## src/rtl/hazard_stall_control_if.sv

```systemverilog
// Shared opcode/writeback definitions and the hazard controller's port bundle.
// The decode/ID-EX/memory signals come in, and the stall/flush controls go out.
package hazard_pkg;
  localparam logic [6:0] OPCODE_OP     = 7'b0110011;
  localparam logic [6:0] OPCODE_OPIMM  = 7'b0010011;
  localparam logic [6:0] OPCODE_LOAD   = 7'b0000011;
  localparam logic [6:0] OPCODE_STORE  = 7'b0100011;
  localparam logic [6:0] OPCODE_BRANCH = 7'b1100011;
  localparam logic [6:0] OPCODE_JALR   = 7'b1100111;

  typedef enum logic [1:0] {
    NO_WRITEBACK = 2'd0,
    WB_ALU       = 2'd1,
    WB_MEM       = 2'd2,
    WB_PC4       = 2'd3
  } write_back_mux_selector;
endpackage

interface hazard_stall_control_if #(
  parameter int CNT_W = 16
);
  import hazard_pkg::*;

  logic [6:0]             id_instr_opcode_ip;
  logic [4:0]             ID_src_rs1_ip;
  logic [4:0]             ID_src_rs2_ip;
  write_back_mux_selector ID_EX_wb_mux_ip;
  logic                   ID_EX_mem_read_ip;
  logic [4:0]             ID_EX_dest_ip;
  logic                   dmem_req_ip;
  logic                   dmem_ready_ip;
  logic                   branch_taken_ip;
  logic                   pc_stall_op;
  logic                   if_id_stall_op;
  logic                   id_ex_bubble_op;
  logic                   pipe_freeze_op;
  logic                   if_id_flush_op;
  logic [CNT_W-1:0]       stall_cnt_op;
  logic [CNT_W-1:0]       flush_cnt_op;

  modport master (
    output id_instr_opcode_ip, ID_src_rs1_ip, ID_src_rs2_ip,
    output ID_EX_wb_mux_ip, ID_EX_mem_read_ip, ID_EX_dest_ip,
    output dmem_req_ip, dmem_ready_ip, branch_taken_ip,
    input  pc_stall_op, if_id_stall_op, id_ex_bubble_op,
    input  pipe_freeze_op, if_id_flush_op,
    input  stall_cnt_op, flush_cnt_op
  );

  modport slave (
    input  id_instr_opcode_ip, ID_src_rs1_ip, ID_src_rs2_ip,
    input  ID_EX_wb_mux_ip, ID_EX_mem_read_ip, ID_EX_dest_ip,
    input  dmem_req_ip, dmem_ready_ip, branch_taken_ip,
    output pc_stall_op, if_id_stall_op, id_ex_bubble_op,
    output pipe_freeze_op, if_id_flush_op,
    output stall_cnt_op, flush_cnt_op
  );
endinterface

```

## src/rtl/hazard_stall_control.sv

```systemverilog
// Load-use stall, memory-wait freeze and branch flush control,
// with saturating stall/flush cycle counters.
module hazard_stall_control
  import hazard_pkg::*;
#(
  parameter int CNT_W = 16
) (
  input  logic clk,
  input  logic reset,
  hazard_stall_control_if.slave bus
);

  typedef enum logic {
    RUN      = 1'b0,
    MEM_WAIT = 1'b1
  } state_t;

  state_t           r_state;
  state_t           w_next;
  logic [CNT_W-1:0] r_stall_cnt;
  logic [CNT_W-1:0] r_flush_cnt;

  logic w_use_rs1;
  logic w_use_rs2;
  logic w_hit_rs1;
  logic w_hit_rs2;
  logic w_load_use;
  logic w_mem_busy;
  logic w_freeze;
  logic w_pc_stall;
  logic w_if_id_stall;
  logic w_bubble;
  logic w_pipe_freeze;
  logic w_flush;

  always_comb begin
    w_use_rs1 = 1'b0;
    w_use_rs2 = 1'b0;
    unique case (bus.id_instr_opcode_ip)
      OPCODE_OP,
      OPCODE_STORE,
      OPCODE_BRANCH: begin
        w_use_rs1 = 1'b1;
        w_use_rs2 = 1'b1;
      end
      OPCODE_OPIMM,
      OPCODE_LOAD,
      OPCODE_JALR: w_use_rs1 = 1'b1;
      default: ;
    endcase
  end

  assign w_hit_rs1 = w_use_rs1 &&
    (bus.ID_src_rs1_ip == bus.ID_EX_dest_ip);
  assign w_hit_rs2 = w_use_rs2 &&
    (bus.ID_src_rs2_ip == bus.ID_EX_dest_ip);

  assign w_load_use = bus.ID_EX_mem_read_ip &&
    (bus.ID_EX_wb_mux_ip != NO_WRITEBACK) &&
    (bus.ID_EX_dest_ip != 5'd0) &&
    (w_hit_rs1 || w_hit_rs2);

  assign w_mem_busy = bus.dmem_req_ip && !bus.dmem_ready_ip;
  assign w_freeze   = (r_state == MEM_WAIT) || w_mem_busy;

  always_comb begin
    w_next = r_state;
    unique case (r_state)
      RUN:      if (w_mem_busy) w_next = MEM_WAIT;
      MEM_WAIT: if (bus.dmem_ready_ip) w_next = RUN;
      default:  w_next = RUN;
    endcase
  end

  // Freeze beats branch: the branch stays held in EX until memory is done.
  always_comb begin
    w_pc_stall    = 1'b0;
    w_if_id_stall = 1'b0;
    w_bubble      = 1'b0;
    w_pipe_freeze = 1'b0;
    w_flush       = 1'b0;
    if (!reset) begin
      w_pc_stall = 1'b0;
    end else if (w_freeze) begin
      w_pc_stall    = 1'b1;
      w_if_id_stall = 1'b1;
      w_pipe_freeze = 1'b1;
    end else if (bus.branch_taken_ip) begin
      w_flush  = 1'b1;
      w_bubble = 1'b1;
    end else if (w_load_use) begin
      w_pc_stall    = 1'b1;
      w_if_id_stall = 1'b1;
      w_bubble      = 1'b1;
    end
  end

  always_ff @(posedge clk or negedge reset) begin
    if (!reset) begin
      r_state     <= RUN;
      r_stall_cnt <= '0;
      r_flush_cnt <= '0;
    end else begin
      r_state <= w_next;
      if (w_pc_stall && (r_stall_cnt != '1))
        r_stall_cnt <= r_stall_cnt + CNT_W'(1);
      if (w_flush && (r_flush_cnt != '1))
        r_flush_cnt <= r_flush_cnt + CNT_W'(1);
    end
  end

  assign bus.pc_stall_op     = w_pc_stall;
  assign bus.if_id_stall_op  = w_if_id_stall;
  assign bus.id_ex_bubble_op = w_bubble;
  assign bus.pipe_freeze_op  = w_pipe_freeze;
  assign bus.if_id_flush_op  = w_flush;
  assign bus.stall_cnt_op    = r_stall_cnt;
  assign bus.flush_cnt_op    = r_flush_cnt;

endmodule

```

## src/flat_wrapper.sv

```systemverilog
// flat-port wrapper written by rule: the top's interface ports become plain ports
module hazard_stall_control_flat import hazard_pkg::*;
#(
  parameter int CNT_W = 16
)
  (clk, reset, bus_id_instr_opcode_ip, bus_ID_src_rs1_ip, bus_ID_src_rs2_ip, bus_ID_EX_wb_mux_ip, bus_ID_EX_mem_read_ip, bus_ID_EX_dest_ip, bus_dmem_req_ip, bus_dmem_ready_ip, bus_branch_taken_ip, bus_pc_stall_op, bus_if_id_stall_op, bus_id_ex_bubble_op, bus_pipe_freeze_op, bus_if_id_flush_op, bus_stall_cnt_op, bus_flush_cnt_op);
  hazard_stall_control_if #(.CNT_W(CNT_W)) bus_i ();
  input  logic clk;
  input  logic reset;
  input wire logic [$bits(bus_i.id_instr_opcode_ip)-1:0] bus_id_instr_opcode_ip;
  input wire logic [$bits(bus_i.ID_src_rs1_ip)-1:0] bus_ID_src_rs1_ip;
  input wire logic [$bits(bus_i.ID_src_rs2_ip)-1:0] bus_ID_src_rs2_ip;
  input wire logic [$bits(bus_i.ID_EX_wb_mux_ip)-1:0] bus_ID_EX_wb_mux_ip;
  input wire logic [$bits(bus_i.ID_EX_mem_read_ip)-1:0] bus_ID_EX_mem_read_ip;
  input wire logic [$bits(bus_i.ID_EX_dest_ip)-1:0] bus_ID_EX_dest_ip;
  input wire logic [$bits(bus_i.dmem_req_ip)-1:0] bus_dmem_req_ip;
  input wire logic [$bits(bus_i.dmem_ready_ip)-1:0] bus_dmem_ready_ip;
  input wire logic [$bits(bus_i.branch_taken_ip)-1:0] bus_branch_taken_ip;
  output wire logic [$bits(bus_i.pc_stall_op)-1:0] bus_pc_stall_op;
  output wire logic [$bits(bus_i.if_id_stall_op)-1:0] bus_if_id_stall_op;
  output wire logic [$bits(bus_i.id_ex_bubble_op)-1:0] bus_id_ex_bubble_op;
  output wire logic [$bits(bus_i.pipe_freeze_op)-1:0] bus_pipe_freeze_op;
  output wire logic [$bits(bus_i.if_id_flush_op)-1:0] bus_if_id_flush_op;
  output wire logic [$bits(bus_i.stall_cnt_op)-1:0] bus_stall_cnt_op;
  output wire logic [$bits(bus_i.flush_cnt_op)-1:0] bus_flush_cnt_op;
  assign bus_i.id_instr_opcode_ip = bus_id_instr_opcode_ip;
  assign bus_i.ID_src_rs1_ip = bus_ID_src_rs1_ip;
  assign bus_i.ID_src_rs2_ip = bus_ID_src_rs2_ip;
  assign bus_i.ID_EX_wb_mux_ip = bus_ID_EX_wb_mux_ip;
  assign bus_i.ID_EX_mem_read_ip = bus_ID_EX_mem_read_ip;
  assign bus_i.ID_EX_dest_ip = bus_ID_EX_dest_ip;
  assign bus_i.dmem_req_ip = bus_dmem_req_ip;
  assign bus_i.dmem_ready_ip = bus_dmem_ready_ip;
  assign bus_i.branch_taken_ip = bus_branch_taken_ip;
  assign bus_pc_stall_op = bus_i.pc_stall_op;
  assign bus_if_id_stall_op = bus_i.if_id_stall_op;
  assign bus_id_ex_bubble_op = bus_i.id_ex_bubble_op;
  assign bus_pipe_freeze_op = bus_i.pipe_freeze_op;
  assign bus_if_id_flush_op = bus_i.if_id_flush_op;
  assign bus_stall_cnt_op = bus_i.stall_cnt_op;
  assign bus_flush_cnt_op = bus_i.flush_cnt_op;
  hazard_stall_control #(.CNT_W(CNT_W)) u_core (.clk(clk), .reset(reset), .bus(bus_i));
endmodule
```

## config.mk

```make
export PLATFORM = sky130hd
export DESIGN_NAME = hazard_stall_control_flat
export DESIGN_NICKNAME = d
export VERILOG_FILES = /design/src/rtl/hazard_stall_control_if.sv /design/src/rtl/hazard_stall_control.sv /design/src/flat_wrapper.sv
export SDC_FILE = /design/constraint.sdc
export NUM_CORES = 1
export LEC_CHECK = 0
export ABC_AREA = 1
export CELL_PAD_IN_SITES_DETAIL_PLACEMENT = 0
export CELL_PAD_IN_SITES_GLOBAL_PLACEMENT = 2
export CORE_MARGIN = 2
export CORE_UTILIZATION = 23
export DETAILED_ROUTE_END_ITERATION = 7
export MAX_ROUTING_LAYER = met4
export PLACE_DENSITY = 0.87
export SLEW_MARGIN = 20
export SYNTH_ARGS = -nofsm -noshare
export SYNTH_HDL_FRONTEND = slang
export SYNTH_SLANG_ARGS = --single-unit
```

## constraint.sdc

```tcl
create_clock -name clk -period 1.55 [get_ports clk]
set_input_delay 0.155 -clock clk [delete_from_list [all_inputs] [get_ports clk]]
set_output_delay 0.155 -clock clk [all_outputs]
set_load 0.02 [all_outputs]
```

# == Word-level counts from Yosys, hierarchy flattened ==
# Cells that the tools add are included.
# word_totals
reg_bits,33
inputBits,30
# op_classes
addsub,2
n_eq_ne,10
mux,17
bitwise_logic,1
n_reduce_logical,15
# ops
operator,count
$add A16 B1 Y16 const B,2
$ne A16 B16 Y1 const B,2
$mux W1,16
$eq A7 B6 Y1 const B,2
$eq A7 B7 Y1 const B,2
$eq A5 B5 Y1,2
$logic_and A1 B1 Y1,8
$eq A7 B2 Y1 const B,1
$eq A7 B5 Y1 const B,1
$reduce_or A6 Y1,1
$reduce_bool A5 Y1,1
$reduce_or A3 Y1,1
$logic_or A1 B1 Y1,2
$pmux W1 S2,1
$reduce_bool A2 Y1,1
$logic_not A1 Y1,1
$not A1 Y1,1

# == Depth between registers and ports, before layout ==
# depth
depth_word,11
mapped_depth,12
depth_no_buf,11

# == Worst setup path before layout ==
# Ideal clock, no wire load.
# synth_timing
path_type,register to register
from,"register u_core.r_stall_cnt[0], in the netlist u_core.bus.stall_cnt_op[0]"
to,"register u_core.r_stall_cnt[12], in the netlist u_core.bus.stall_cnt_op[12]"
t_arrival_ns,1.690
setup_slack_ns,-0.259
stages_incl_launch_ff,10
synth_period_minus_slack_ns,1.809
cell_sequence,dfrtp_1 > ha_1 > nand3_1 > nor2_2 > nand2_2 > nor2_4 > nand4_4 > buf_2 > nand3_1 > nand2_1
# synth_between
elab_chain_cells,2
elab_cells_between_ends,3
# synth_lines
item,line_no,text
"start, declared",hazard_stall_control.sv:20,logic [CNT_W-1:0] r_stall_cnt;
"start signal, assigned",hazard_stall_control.sv:106,r_stall_cnt <= r_stall_cnt + CNT_W'(1);
"parallel branches: the longest is 2 deep, another holds $add A16 B1 Y16",--,
# Several ways; the timed one is not identified.
# A chain may end at the register's enable or synchronous reset.

# == Worst setup path after layout ==
# layout_timing
from,"register u_core.r_stall_cnt[1], in the netlist u_core.bus.stall_cnt_op[1]"
to,"register u_core.r_stall_cnt[10], in the netlist u_core.bus.stall_cnt_op[10]"
# Same word-level chain as after synthesis.

==> results.ini <==
[status]
status=finished, violations left
violations=setup timing

[cells_and_area]
final_cell_mix=nand2_1, buf_4, inv_1, dfrtp_1, dlygate4sd2_1
diodes=0
layout_commonest_cell=nand2_1
final_util=0.419
stdcell_area_sq_um=3910
fin_cells=577
finalNetCount=479
syn_to_final_growth_pct=75.7
drive_gt1_frac=0.275

[placement]
globalplace.congestion=0.790
dp_hpwl_microns=5060
postPlaceCellArea_sq_um=3430
numPortBuffers=66
dp.cells=560

[synthesis]
synth_top_area_frac=0.371
ys_seq_area_frac=0.371
ys_ff_latch=33
synth.avg_cell_area_sq_um=6.89
synth.distinct_cells=24
ys_top_cells_by_area=dfrtp_1, nand2_1, inv_1
synth_cells=323
syn_area_sq_um=2230
synth_warnings=0
yosysTopAreaCell=dfrtp_1
syn_nets=355

[sta]
finalCritPeriodShare=1.01
skew_ns=0.00359
rsz0062_at_grt=true
hold_viol_final=0
setup_ws_ns=-0.0121
final-setup-viol-count=6
slew_headroom=0.696
tightest_slew_ns=0.455
fmaxAchievable_mhz=640
tns_ns=-0.0411
maxSlewViolCount=0
finalCriticalPeriod_ns=1.56

[grt]
grt_usage=0.137
grt-ovfl-total=0
grt_pass1_wl_microns=11200
grt_max_degree=34
grt_pass1_vias=2503
antenna_found_initial=0

[setup_path]
arrival_ns=1.74
cp-start-kind=flip-flop
endpoint_kind=flip-flop
startpoint=u_core.bus.stall_cnt_op[1]
path_max_fanout=7
critical_path_class=reg2reg
cp.required_ns=1.73
reg2reg_from=u_core.bus.stall_cnt_op[1]

[floorplanning]
start_util=0.239
row_count=35
core-area_sq_um=9330
io_pins=67
die_y_microns=102
die_w_microns=102
dieArea_sq_um=10500

[clock_tree]
cts_hold_buffers=0
clock_sinks=33
cts_buffers=5
cts_tree=built
clockBufferDepth=2
root_buffer=clkbuf_8
htree_levels=2
clk_latency_ns=0.28
clk_pin_slew_worst_paths_ns=0.07

[route]
ant_nets=0
wl_per_cell_microns=11.7
drtPass1Iterations=4
post_drt_via_cell_ratio=4.20
drtIter0Drc=55
drc=0
vias=2421
drt-total-wl_microns=6770

[power_and_ir_drop]
peakVddDrop_mv=0.385
leakage_nw=2.19
p_total_mw=3.33
powerDensity_nw_per_um2=852

[min_path]
hold_path_class=in2async

[job]
cap_violations=0

## metal layers
metal  part of all wire  vias up  wire [microns]  track usage
met3              0.038        4             255       0.0253
met2               0.51       48            3460        0.238
met4             0.0053        0              36       0.0185
li1                   -     1255               -            -
met5                  0        -               0            -
met1               0.45     1114            3010        0.170
## Yosys cell counts (all sizes together)
cell type and n:
a21oi 3, buf 5, dfrtp 33, ha 2, inv 46, nand2 110, nand3 32, nand3b 1
nand4 7, nor2 31, nor3 16, o21a 1, o21ai 8, or2 1, xnor2 9, xor2 18
## report_power, final
group	leakage [nW]	switching [mW]	internal, mW	total, mW
sequential	0.435	0.110	0.995	1.10
combinational	1.69	0.671	0.575	1.25
clock	0.0681	0.341	0.639	0.980
## cell families (layout without fill, tap and decap cells)
| group | Yosys count | in the layout | share of synthesized area |
|---|---|---|---|
| buffers and inverters | 51 | 175 | 0.0927 |
| DFF | 33 | 33 | 0.371 |
| xor gates and xnor gates | 27 | 27 | 0.106 |
| and+or+nand+nor | 198 | 199 | 0.391 |
| AOI/OAI and AO/OA | 12 | 12 | 0.0281 |
| adders and majority gates | 2 | 2 | 0.0112 |
## sequential cells by signal, indices dropped and copies added, names as in the netlist
name,flops
u_core.bus.stall_cnt_op,16
u_core.r_state,1
u_core.bus.flush_cnt_op,16
## through the flow
step	hold WS (ns)	setup slack (ns)
after floorplan	-0.141	-0.0527
after global placement	0.522	-0.646
after detailed placement	0.528	-0.622
after CTS	0.407	-0.0149
after global routing	0.434	-0.113
final	0.413	-0.0121
## cell type report
| class | count | area (sq um) |
|---|---|---|
| fillers | 942 | 5420 |
| multi-input cells | 240 | 1420 |
| well taps | 129 | 161 |
| repair buffers | 121 | 1180 |
| clock buffers | 5 | 68.8 |
| flip-flops and latches | 33 | 832 |
| inverters | 46 | 175 |
| clock inverters | 3 | 65.1 |
## worst max-delay path: stages (launching register included)
cell     delay, ns
dfrtp_2       0.39
ha_4          0.15
nand3_4       0.08
nor2_4        0.11
nand2_2       0.08
nor2_4        0.11
nand4_4       0.12
buf_12        0.19
buf_6         0.12
nand3_2       0.06
nand2_1       0.05
## final timing paths
kind / end / slack, ns / cells past startpoint
min in group clk: u_core.r_state / 0.42 / 2
min reg2reg: u_core.bus.flush_cnt_op[3] / 0.53 / 1
max in group asynchronous: u_core.bus.stall_cnt_op[0] / 0.79 / 2
min: u_core.r_state / 0.41 / 2
max reg2reg: u_core.bus.stall_cnt_op[10] / -0.01 / 10
max: u_core.bus.stall_cnt_op[10] / -0.01 / 10
## what timing repair did
| item | 4_1_cts | 5_1_grt |
|---|---|---|
| gates cloned | 1 | 1 |
| setup buffers | 5 | 2 |
| setup endpoints to repair | 35 | 53 |
| gates resized for setup | 75 | 58 |
| endpoints found under the hold margin | 0 | 0 |
| pin swaps | 12 | 28 |
No activity file was read; power rests on OpenSTA's default activity.
